**config.mk**
```make
export PLATFORM = sky130hd
export DESIGN_NAME = operand_stack
export DESIGN_NICKNAME = d
export VERILOG_FILES = /design/src/rtl/stack_pkg.sv /design/src/rtl/stack_ram.sv /design/src/rtl/operand_stack.sv
export SDC_FILE = /design/constraint.sdc
export NUM_CORES = 1
export LEC_CHECK = 0
export CAP_MARGIN = 20
export CORE_MARGIN = 4
export CORE_UTILIZATION = 50
export DETAILED_ROUTE_END_ITERATION = 8
export PLACE_DENSITY_LB_ADDON = 0.08
export SLEW_MARGIN = 10
export SYNTH_ARGS = -nofsm -noshare
export SYNTH_HDL_FRONTEND = slang
export SYNTH_SLANG_ARGS = --single-unit
```
**constraint.sdc**
```tcl
create_clock -name clk -period 8.6 [get_ports clk]
set_input_delay 1.72 -clock clk [delete_from_list [all_inputs] [get_ports clk]]
set_output_delay 1.72 -clock clk [all_outputs]
set_load 0.02 [all_outputs]
```
**src/rtl/stack_pkg.sv**
```systemverilog
// Shared types and sizing helpers for the JVM operand stack.
package stack_pkg;

  typedef enum logic [2:0] {
    OP_NOP     = 3'd0,
    OP_PUSH    = 3'd1,
    OP_POP     = 3'd2,
    OP_POP2    = 3'd3,
    OP_DUP     = 3'd4,
    OP_SWAP    = 3'd5,
    OP_REPLACE = 3'd6
  } stack_op_t;

  typedef enum logic [1:0] {
    ST_IDLE  = 2'd0,
    ST_EXEC  = 2'd1,
    ST_FILL1 = 2'd2,
    ST_FILL2 = 2'd3
  } stack_state_t;

  // Trigger-edge to done_out-edge latencies in clocks
  localparam int unsigned LAT_SINGLE = 1;
  localparam int unsigned LAT_POP    = 2;
  localparam int unsigned LAT_POP2   = 3;
  localparam int unsigned LAT_FAULT  = 1;

  function automatic int unsigned depth_w(input int unsigned size);
    return $clog2(size + 1);
  endfunction

  function automatic int unsigned ram_aw(input int unsigned size);
    return (size > 3) ? $clog2(size - 2) : 1;
  endfunction

endpackage

```
**src/rtl/stack_ram.sv**
```systemverilog
// Spill RAM for entries below NOS: one write port, one synchronous read port.
module stack_ram #(
  parameter int unsigned WIDTH   = 32,
  parameter int unsigned ENTRIES = 14,
  parameter int unsigned AW      = 4
) (
  input  logic             clk,
  input  logic             i_we,
  input  logic [AW-1:0]    i_waddr,
  input  logic [WIDTH-1:0] i_wdata,
  input  logic [AW-1:0]    i_raddr,
  output logic [WIDTH-1:0] o_rdata
);

  logic [WIDTH-1:0] r_mem [ENTRIES];
  logic [WIDTH-1:0] r_rdata;

  // Contents are never reset; the depth counter defines which words are live
  always_ff @(posedge clk) begin
    if (i_we) r_mem[i_waddr] <= i_wdata;
    r_rdata <= r_mem[i_raddr];
  end

  assign o_rdata = r_rdata;

endmodule

```
**src/rtl/operand_stack.sv**
```systemverilog
// JVM operand stack: TOS/NOS held in registers, deeper entries spilled to stack_ram.
module operand_stack
  import stack_pkg::*;
#(
  parameter int unsigned STACKDATA = 32,
  parameter int unsigned STACKSIZE = 16,
  localparam int unsigned DEPTH_W  = depth_w(STACKSIZE)
) (
  input  logic                 clk,
  input  logic                 rst,
  input  logic                 trigger,
  input  logic [2:0]           op,
  input  logic [STACKDATA-1:0] write_value,
  output logic [STACKDATA-1:0] tos,
  output logic [STACKDATA-1:0] nos,
  output logic [DEPTH_W-1:0]   depth,
  output logic                 busy,
  output logic                 done_out,
  output logic                 error
);

  localparam int unsigned AW = ram_aw(STACKSIZE);

  stack_state_t           r_state;
  stack_op_t              r_op;
  logic [STACKDATA-1:0]   r_wval;
  logic [STACKDATA-1:0]   r_tos;
  logic [STACKDATA-1:0]   r_nos;
  logic [DEPTH_W-1:0]     r_depth;
  logic                   r_busy;
  logic                   r_done;
  logic                   r_error;

  logic                   w_fault;
  logic                   w_we;
  logic [AW-1:0]          w_waddr;
  logic [AW-1:0]          w_raddr;
  logic [STACKDATA-1:0]   w_rdata;

  always_comb begin
    w_fault = 1'b0;
    unique case (r_op)
      OP_PUSH:    w_fault = (r_depth == DEPTH_W'(STACKSIZE));
      OP_DUP:     w_fault = (r_depth == DEPTH_W'(STACKSIZE)) || (r_depth == '0);
      OP_POP:     w_fault = (r_depth == '0);
      OP_POP2,
      OP_SWAP,
      OP_REPLACE: w_fault = (r_depth < DEPTH_W'(2));
      default:    w_fault = 1'b0;
    endcase
  end

  // Spill NOS on push; read address leads the FILL cycle that consumes it by one clock
  always_comb begin
    w_we    = 1'b0;
    w_waddr = AW'(r_depth - DEPTH_W'(2));
    w_raddr = AW'(r_depth - DEPTH_W'(3));
    if (r_state == ST_EXEC && !w_fault &&
        (r_op == OP_PUSH || r_op == OP_DUP) && r_depth >= DEPTH_W'(2)) begin
      w_we = 1'b1;
    end
    if (r_state == ST_FILL1) w_raddr = AW'(r_depth - DEPTH_W'(2));
  end

  stack_ram #(
    .WIDTH   (STACKDATA),
    .ENTRIES (STACKSIZE - 2),
    .AW      (AW)
  ) u_ram (
    .clk     (clk),
    .i_we    (w_we),
    .i_waddr (w_waddr),
    .i_wdata (r_nos),
    .i_raddr (w_raddr),
    .o_rdata (w_rdata)
  );

  always_ff @(posedge clk or negedge rst) begin
    if (!rst) begin
      r_state <= ST_IDLE;
      r_op    <= OP_NOP;
      r_wval  <= '0;
      r_tos   <= '0;
      r_nos   <= '0;
      r_depth <= '0;
      r_busy  <= 1'b0;
      r_done  <= 1'b0;
      r_error <= 1'b0;
    end else begin
      unique case (r_state)
        ST_IDLE: begin
          r_done <= 1'b0;
          // busy still high here means this is the done cycle: drop it, accept nothing
          if (r_busy) begin
            r_busy <= 1'b0;
          end else if (trigger) begin
            r_op    <= stack_op_t'(op);
            r_wval  <= write_value;
            r_busy  <= 1'b1;
            r_error <= 1'b0;
            r_state <= ST_EXEC;
          end
        end
        ST_EXEC: begin
          if (w_fault) begin
            r_error <= 1'b1;
            r_done  <= 1'b1;
            r_state <= ST_IDLE;
          end else begin
            unique case (r_op)
              OP_PUSH: begin
                r_tos   <= r_wval;
                r_nos   <= r_tos;
                r_depth <= r_depth + DEPTH_W'(1);
                r_done  <= 1'b1;
                r_state <= ST_IDLE;
              end
              OP_DUP: begin
                r_nos   <= r_tos;
                r_depth <= r_depth + DEPTH_W'(1);
                r_done  <= 1'b1;
                r_state <= ST_IDLE;
              end
              OP_SWAP: begin
                r_tos   <= r_nos;
                r_nos   <= r_tos;
                r_done  <= 1'b1;
                r_state <= ST_IDLE;
              end
              OP_POP: begin
                r_tos   <= r_nos;
                r_depth <= r_depth - DEPTH_W'(1);
                r_state <= ST_FILL1;
              end
              OP_REPLACE: begin
                r_tos   <= r_wval;
                r_depth <= r_depth - DEPTH_W'(1);
                r_state <= ST_FILL1;
              end
              OP_POP2: begin
                r_depth <= r_depth - DEPTH_W'(2);
                r_state <= ST_FILL1;
              end
              default: begin
                r_done  <= 1'b1;
                r_state <= ST_IDLE;
              end
            endcase
          end
        end
        ST_FILL1: begin
          // r_depth is already the post-op count in the FILL states
          if (r_op == OP_POP2) begin
            if (r_depth >= DEPTH_W'(1)) r_tos <= w_rdata;
            r_state <= ST_FILL2;
          end else begin
            if (r_depth >= DEPTH_W'(2)) r_nos <= w_rdata;
            r_done  <= 1'b1;
            r_state <= ST_IDLE;
          end
        end
        ST_FILL2: begin
          if (r_depth >= DEPTH_W'(2)) r_nos <= w_rdata;
          r_done  <= 1'b1;
          r_state <= ST_IDLE;
        end
        default: r_state <= ST_IDLE;
      endcase
    end
  end

  assign tos      = r_tos;
  assign nos      = r_nos;
  assign depth    = r_depth;
  assign busy     = r_busy;
  assign done_out = r_done;
  assign error    = r_error;

endmodule

```
==> metrics.cfg, run 1 <==
[worst_hold_path]
holdCritPathClass = reg2reg

[run_status]
status = completed

[synth]
netlist_area_um2 = 23500
async_flop_share = 0.185
synth_edf_count = 448
synth_warnings = 0
ys_ff_latch = 589
synthDistinctLibCells = 56
synth_area_leaders = edfxtp_1, dfrtp_1, nand2_1
yosysTopAreaCellShare = 0.572
syn_nets = 1755
yosysSeqAreaShare = 0.715
ys.flop_type = edfxtp_1
synth_area_leader_cell = edfxtp_1
syn_area_per_cell_um2 = 13.8
syn_inst = 1709

[setup_path]
cp.required_ns = 9.05
critPathLaunchType = register
critPathCaptureType = register
crit_chain = inv_1 > ha_1 > mux2i_1 > xor2_4 > buf_4 > and2_1 > buf_4 > a22oi_1 > o311ai_0
crit_top_cell = buf_4
crit_arrival_ns = 4.34
slowest_stage = and2_1
worst-setup-path-type = reg2reg
critPathMaxFanout = 35
rrSetupSlack_ns = 4.70
critPathMaxStageDelay_ns = 0.89

[final_layout]
num_antenna_cells = 0
drive_above_1_share = 0.102
final_util = 0.585
area_delta_synth_final_pct = 15.7
layout.nets = 1837

[global_route]
antenna_found_initial = 0
grt_overflow_total = 0
grt_max_degree = 193
grt_pass1_vias = 14100
grt_pass1_wl_mm = 87.9
grtUsageTotal = 0.227

[floorplanning]
dieWidth_um = 225
fp-row-count = 79
die-area_um2 = 50600
initial_core_util = 0.506
core_um2 = 46600
fp.dieH_um = 225
io_pins = 110

[drt]
routed_wl_mm = 58.0
firstDrtPassIters = 5
drc_errors = 0
vias = 14600
ant_nets = 0
avgRoutedWirePerCell_um = 23.7
drt_iter0_markers = 1332
via_per_inst = 5.96

[cts]
clkTransAtPathRegs_ns = 0.06
clk_latency_ns = 0.61
cts_buffers = 59
cts_resized = 0
postCtsHoldBufs = 0
post_cts_buffers = 0
htreeDepth = 2
clockRootBuffer = clkbuf_16
cts_max_path_buffers = 3
clock_sinks = 589
cts_tree = yes

[timing]
worst_pin_slew_ns = 1.10
fin_crit_ns = 3.90
slew_headroom = 0.264
hold_ws_ns = 0.504
setup_ws_ns = 4.70
hold_viol = 0
clock_skew_ns = 0.0123
period_share = 0.453
finalSetupTns_ns = 0
rsz0062_at_grt = no
finalMaxSlewViolations = 0
fmax_mhz = 257
report.final.setup_viol = 0

[placed_design]
pre_cts_ws_ns = 4.75
place_hpwl_mm = 29.7
finalWeightedCongestion = 0.812
io_buffer_count = 109

[power]
power_leakage_nw = 9.46
max-vdd-ir-drop_v = 0.000614
cellPowerDensity_nw_per_um2 = 449

[job]
cap_viol_max_count = 0

-- layout make-up --
| class | instances | area [um2] |
|---|---|---|
| clock buffers | 92 | 1690 |
| clock inverters | 19 | 209 |
| fillers | 3716 | 19300 |
| inverters | 5 | 18.8 |
| multi-input cells | 992 | 6350 |
| flip-flops and latches | 589 | 16800 |
| well taps | 607 | 759 |
| repair buffers | 144 | 1380 |
-- cell families after synthesis --
kind of cell               count (synthesis)  synth area share
and+or+nand+nor                          459            0.0785
AOI/OAI and AO/OA                        351             0.101
adders and majority gates                  8           0.00425
muxes                                    166            0.0744
xor gates and xnor gates                   8           0.00330
buffers and inverters                    128            0.0241
DFF                                      589             0.715
-- per-stage QoR --
stage / cells / area, um2 / total power, mW
2_1_floorplan: 1709 / 23500 / 7.90
3_3_place_gp: 2336 / 25300 / 9.68
3_5_place_dp: 2336 / 25300 / 9.76
4_1_cts: 2447 / 27200 / 12.3
5_1_grt: 2448 / 27200 / 13.0
6_report: 2448 / 27200 / 12.2
-- worst max-delay path, delay by kind of cell (launching register included) --
family	cells	cell delay (ns)
AO/OA/AOI/OAI	2	0.28
adder cells (fa/ha/maj)	1	0.29
flip-flops	1	0.52
buffers and inverters	3	1.19
XOR/XNOR	1	0.16
AND/OR/NAND/NOR	1	0.89
multiplexers	1	0.36
-- placed cells by master (no fill, tap or decap), drive strengths merged, types with 2 or more instances in the layout --
cell type	n
a21oi	172
a22oi	32
a32oi	98
buf	36
bufinv	4
clkbuf	92
clkdlybuf4s50	108
clkinv	12
dfrtp	109
dfxtp	32
edfxtp	448
ha	8
inv	7
mux2	69
mux2i	97
nand2	334
nand2b	5
nand3	3
nor2	87
nor2b	8
nor3	4
nor3b	3
nor4	2
nor4b	3
nor4bb	2
o21ai	5
o311a	2
o311ai	32
o31ai	2
or2	2
xnor2	5
xor2	3
-- synth_stat cells (all sizes together), types with 4 or more instances --
cell type and instances:
clkbuf 77, a21oi 172, buf 46, nor2 87, mux2i 97, nor2b 8, dfrtp 109, a22oi 32
o21ai 5, a32oi 98, inv 5, nand2b 5, ha 8, nand2 334, edfxtp 448, dfxtp 32
o311ai 32, mux2 69, nor3 4, xnor2 5
-- metal layers --
metal,wire (um),vias up,track usage
met2,26700,495,0.352
met5,0,-,0
met4,1260,0,0.0613
met3,3550,83,0.0310
met1,26500,7428,0.342
li1,-,6588,-
-- sequential cells by signal (all words and copies together), names as in the netlist --
signal         cells
u_ram.r_mem      448
error              1
r_op               3
nos               32
tos               32
done_out           1
busy               1
r_wval            32
u_ram.o_rdata     32
depth              5
r_state            2
-- report_power, final --
| group | internal, mW | switching [mW] |
|---|---|---|
| Combinational | 1.93 | 3.36 |
| Sequential | 3.80 | 0.604 |
| Clock | 1.47 | 1.05 |
| Total | 7.20 | 5.02 |
-- worst paths after layout --
check	from	endpoint	depth (start not counted)
setup / recovery	depth[1]$_DFFE_PN0P_	u_ram.o_rdata[13]$_DFF_P_	9
hold / removal	r_wval[29]$_DFFE_PN0P_	r_wval[29]$_DFFE_PN0P_	1
setup reg to reg	depth[1]$_DFFE_PN0P_	u_ram.o_rdata[13]$_DFF_P_	9
hold reg to reg	r_wval[29]$_DFFE_PN0P_	r_wval[29]$_DFFE_PN0P_	1
max in group asynchronous	rst	r_state[1]$_DFFE_PN0P_	2
min in group asynchronous	rst	tos[8]$_DFFE_PN0P_	1
No activity file was read; power rests on OpenSTA's default activity.
==> run 2, diff against run 1 <==
==> constraint.sdc (replaced) <==
create_clock -name clk -period 4 [get_ports clk]
set_input_delay 0.8 -clock clk [delete_from_list [all_inputs] [get_ports clk]]
set_output_delay 0.8 -clock clk [all_outputs]
set_load 0.02 [all_outputs]
==> run 2 against run 1 <==
  * Via count down 0.69%
  * Count of clock-buffer cells in the layout did not move
  * Clock skew is 0.0079 ns higher
  * Core utilization increased by 1.1 points
  * First-iteration DRC count decreased by 11%
  * Design area grew 1.9%
  * Flip-flop and latch count stayed put
  * Non-clock buffer count grew 29
  * Power is 120% higher
==> metrics.cfg, run 2 (synthesis results as in run 1) <==
[cts]
clkTransAtPathRegs_ns = 0.06  ; about the same
cts_resized = 0  ; unchanged
cts_max_path_buffers = 3  ; unchanged
clk_latency_ns = 0.62  ; about the same
postCtsHoldBufs = 0  ; unchanged
clock_sinks = 589  ; unchanged
post_cts_buffers = 0  ; unchanged
cts_buffers = 59  ; unchanged
cts_tree = yes
clockRootBuffer = clkbuf_16
htreeDepth = 2  ; unchanged

[drt]
avgRoutedWirePerCell_um = 22.3  ; -5.7%
firstDrtPassIters = 6  ; +1
ant_nets = 0  ; unchanged
drt_iter0_markers = 1188  ; -11%
vias = 14500  ; -0.69%
drc_errors = 0  ; unchanged
via_per_inst = 5.85  ; -1.9%
routed_wl_mm = 55.3  ; -4.6%

[power]
power_mw = 27.0  ; +120%
intPower_mw = 16.1  ; +120%
power_leakage_nw = 9.73  ; +2.9%
max-vdd-ir-drop_v = 0.000972  ; +58%
p_switching_mw = 10.8  ; +120%
cellPowerDensity_nw_per_um2 = 972  ; +120%
p_comb_frac = 0.439  ; +0.006
pwr-share-clk = 0.210  ; +0.004
pwr-share-seq = 0.352  ; -0.009
switching_share = 0.401  ; -0.00937

[timing]
hold_viol = 0  ; unchanged
slew_headroom = 0.338  ; +0.0737
report.final.setup_viol = 0  ; unchanged
worst_pin_slew_ns = 0.989  ; -0.110 ns
fmax_mhz = 288  ; +12%
finalSetupTns_ns = 0  ; unchanged
period_share = 0.868  ; +0.415
finalMaxSlewViolations = 0  ; unchanged
clock_skew_ns = 0.0202  ; +0.00788 ns
fin_crit_ns = 3.47  ; -0.426 ns
rsz0062_at_grt = no

[final_layout]
layout_commonest_cell = edfxtp_1
multiInputGateArea_um2 = 6350  ; unchanged
final_area_um2 = 27700  ; +1.9%
area_delta_synth_final_pct = 17.9
largest_reg_flops = 448  ; unchanged
top_register = u_ram.r_mem
num_antenna_cells = 0  ; unchanged
nFillCells = 3661  ; -1.5%
ff_latch_area_um2 = 16800  ; unchanged
stdcell_count = 2478  ; +1.2%
layout.nets = 1866  ; +1.6%
drive_above_1_share = 0.125  ; +0.0224
layout_common_cells = edfxtp_1, nand2_1, a21oi_1, dfrtp_1, clkdlybuf4s50_1

[floorplanning]
fp.dieH_um = 225  ; unchanged
initial_core_util = 0.506  ; unchanged
die-area_um2 = 50600  ; unchanged
io_pins = 110  ; unchanged
dieWidth_um = 225  ; unchanged
fp-row-count = 79  ; unchanged
core_um2 = 46600  ; unchanged

[job]
cap_viol_max_count = 0  ; unchanged

[placed_design]
io_buffer_count = 109  ; unchanged
finalWeightedCongestion = 0.819  ; +0.91%
place_hpwl_mm = 33.0  ; +11%
placedInstanceArea_um2 = 25700  ; +1.5%
dp.cells = 2366  ; +1.3%

[setup_path]
crit_arrival_ns = 3.71  ; -0.63 ns
cp.required_ns = 4.24  ; -4.81 ns
critPathLaunchType = register
rr_worst_depth = 9  ; unchanged
worst-setup-path-type = reg2reg
rrSetupSlack_ns = 0.53  ; -4.17 ns
critPathCaptureType = register
r2r_end = u_ram.r_mem[1][3]$_DFFE_PP_
r2r-start = depth[1]$_DFFE_PN0P_
critPathMaxFanout = 32  ; -8.6%

[global_route]
grt_max_degree = 81  ; -58%
grt_pass1_wl_mm = 85.4  ; -2.9%
grt_pass1_vias = 14200  ; +0.60%
antenna_found_initial = 0  ; unchanged
grt_overflow_total = 0  ; unchanged
grtUsageTotal = 0.218  ; -0.00846

[worst_hold_path]
holdCritPathClass = in2async

[run_status]
status = completed

run 2: how the worst max path moves through the flow:
stage	slack [ns]	start	depth (start not counted)	endpoint
finish	0.53	depth[1]$_DFFE_PN0P_	9	u_ram.r_mem[1][3]$_DFFE_PP_
global route	0.28	depth[2]$_DFFE_PN0P_	9	u_ram.r_mem[0][7]$_DFFE_PP_
CTS	0.49	depth[1]$_DFFE_PN0P_	9	u_ram.r_mem[1][7]$_DFFE_PP_
detailed placement	0.52	depth[1]$_DFFE_PN0P_	9	u_ram.r_mem[1][4]$_DFFE_PP_
global placement	0.61	depth[1]$_DFFE_PN0P_	9	u_ram.r_mem[0][8]$_DFFE_PP_
floorplan	0.02	depth[2]$_DFFE_PN0P_	10	u_ram.r_mem[1][0]$_DFFE_PP_
run 2: per-stage QoR:
stage,utilization,worst slack (ns),hold WS (ns)
floorplan,-,0.0152,0.480
global placement,0.552,0.608,0.491
detailed placement,0.552,0.516,0.495
CTS,0.596,0.493,0.274
global route,0.596,0.278,0.296
finish,0.596,0.528,0.248
run 2: worst max-delay path, cell delays in order, from the launching register on:
cell and delay (ns):
dfrtp_1 0.52, inv_1 0.18, ha_1 0.30, or3b_1 0.23, a211oi_1 0.07, or2_1 0.37
nor4_2 0.45, nand2_1 0.34, nor2_4 0.17, buf_4 0.46
run 2: final cells by class:
class,instances,share of cell area
Clock buffer,92,0.0654
Tap cell,607,0.0274
Inverter,5,0.000677
Multi-Input combinational cell,992,0.229
Clock inverter,20,0.00812
Sequential cell,589,0.606
Timing Repair Buffer,173,0.0630
run 2: power groups by stage:
| stage | clock network (mW) | registers (mW) | logic, mW |
|---|---|---|---|
| final | 5.65 | 9.48 | 11.8 |
| after global routing | 6.03 | 9.67 | 13.0 |
| after CTS | 5.77 | 9.49 | 12.0 |
| after detailed placement | 0 | 9.61 | 11.9 |
| after global placement | 0 | 9.57 | 11.8 |
| after floorplan | 0 | 9.46 | 7.52 |
run 2: metal layers:
metal / vias up / routed length (um) / GRT usage
li1: 6646 / - / -
met1: 7337 / 25300 / 0.328
met2: 420 / 25700 / 0.339
met3: 91 / 3150 / 0.0365
met4: 0 / 1170 / 0.0524
met5: - / 0 / 0
==> RTL edit: new RTL, settings of run 2 <==
Set the parameter `STACKSIZE` to 8 (it was 16).
--- a/src/rtl/operand_stack.sv
+++ b/src/rtl/operand_stack.sv
@@ -4,5 +4,5 @@
 #(
   parameter int unsigned STACKDATA = 32,
-  parameter int unsigned STACKSIZE = 16,
+  parameter int unsigned STACKSIZE = 8,
   localparam int unsigned DEPTH_W  = depth_w(STACKSIZE)
 ) (
Interface: changed (resized depth); port bits go from 110 to 109. The function was not compared with the original's and may differ.
==> RTL edit against run 2 <==
  * Total power fell by 49%
  * Synthesized area fell by 42%
  * Combinational power fell by 56%
  * Cell area fell by 41%
  * Non-clock buffer count fell by 46
  * Sequential cell count fell by 257
  * Setup slack improved by 0.47 ns
  * Wire length fell by 49%
==> RTL edit: results (changes against run 2) <==
| Metric | Value |
|---|---|
| Routed wl met2 | `13500 um (was 25700 um)` |
| Total Wirelength | `28300 um (was 55300 um)` |
| Status | `finished clean (unchanged)` |
| Syn avg cell area | `15.7 sq um (was 13.8 sq um)` |
| Worst-path maximum fanout | `19 (was 32)` |
| Sequential-to-total area share from yosys stat | `0.673 (was 0.715)` |
| Yosys cell types | `51 (was 56)` |
| Fin Hold WS | `0.329 ns (was 0.248 ns)` |
| Pleak | `6.24 nW (was 9.73 nW)` |
| Worst r2r dst | `u_ram.r_mem[5][3] (was u_ram.r_mem[1][3])` |
| Pre-CTS setup slack | `1.05 ns (was 0.516 ns)` |
| Final Wtd Congestion | `0.812 (was 0.819)` |
| Worst EP arrival | `3.18 ns (was 3.71 ns)` |
| Ys async rst share | `0.325 (was 0.185)` |
| Share of cells above drive strength 1 | `0.192 (was 0.125)` |
| Detailed Routing Iterations Pass 1 | `5 (was 6)` |
| Final #Nets | `1027 (was 1866)` |
| Post-Route Skew | `0.0167 ns (was 0.0202 ns)` |
| Compound-Gate Fraction of Synth Area | `0.0582 (was 0.101)` |
| Worst hold path type | `in -> async (unchanged)` |
| Starting DRT DRC Count | `476 (was 1188)` |
| Fillers | `1914 (was 3661)` |
| Adder-Cell Fraction of Synth Area | `0.00924 (was 0.00425)` |
| Worst R2R Path Depth | `6 (was 9)` |
| Measured slew at the worst slew-check pin | `0.958 ns (was 0.989 ns)` |
| Number of flops mapped to enable cells by yosys | `192 (was 448)` |
| TritonCTS buffer count | `36 (was 59)` |
| Global Route Usage Sum | `0.189 (was 0.218)` |
| Clock Latency Late Sink | `0.51 ns (was 0.62 ns)` |
| Syn nets | `910 (was 1755)` |
| Via count | `7518 (was 14500)` |
| Max clock buf depth | `3 (unchanged)` |
| Final period util | `0.750 (was 0.868)` |
| Post-synth top cells | `edfxtp_1, dfrtp_1, nand2_1 (was edfxtp_1, nand2_1, a21oi_1)` |
| P_comb | `0.00524 W (was 0.0118 W)` |
| Placed insts | `1276 (was 2366)` |
| Hpwl dp | `17800 um (was 33000 um)` |
| Vias in the first global route | `8076 (was 14200)` |
| Clock power frac | `0.236 (was 0.210)` |
| First-pass GRT wire length | `45100 um (was 85400 um)` |
| Internal power | `0.00910 W (was 0.0161 W)` |
| Post-synthesis mux area share | `0.187 (was 0.0744)` |
| WL met1 | `12900 um (was 25300 um)` |
| Max reg flops | `192 (was 448)` |
| Routed vias/inst | `5.60 (was 5.85)` |
| Port buffer count | `108 (was 109)` |
| Area share of the largest cell type after synthesis | `0.426 (was 0.572)` |
| Top cells by area, synth | `edfxtp_1, dfrtp_1, mux2i_1, mux4_2, dfxtp_1 (was edfxtp_1, dfrtp_1, nand2_1, mux2i_1, a32oi_1)` |
| Largest net degree at the start of global routing | `65 (was 81)` |
| Comb pwr share | `0.381 (was 0.439)` |
| Met3 WL | `1340 um (was 3150 um)` |
| XOR/XNOR share of the synthesized area | `0.00443 (was 0.00330)` |
| Worst R2R Start | `r_op[1] (was depth[1])` |
-- RTL edit: cell type report --
class	instances	area (sq um)	area share
clock buffer	49	1000	0.0615
clock inverter	17	170	0.0105
inverter	6	22.5	0.00138
multi-input combinational	476	4220	0.259
sequential	332	9110	0.560
tap	335	419	0.0258
timing repair buffer	127	1320	0.0812
-- RTL edit: per-layer routing --
layer / vias up / GRT usage
li1: 3458 / -
met1: 3845 / 0.263
met2: 176 / 0.313
met3: 39 / 0.0347
met4: 0 / 0.0456
met5: - / 0
-- RTL edit: per-stage QoR --
stage          instance area, sq um   util
2_1_floorplan                 13500      -
5_1_grt                       16300  0.617
3_5_place_dp                  15100  0.573
6_report                      16300  0.617
3_3_place_gp                  15100  0.573
4_1_cts                       16300  0.617
-- RTL edit: worst max-delay path: stages, from the launching register on --
cell and delay (ns):
dfrtp_1 0.70, nor4bb_1 0.21, o311a_1 0.41, nor3_2 0.32, and3_1 0.24, and2_2 0.43
buf_4 0.35
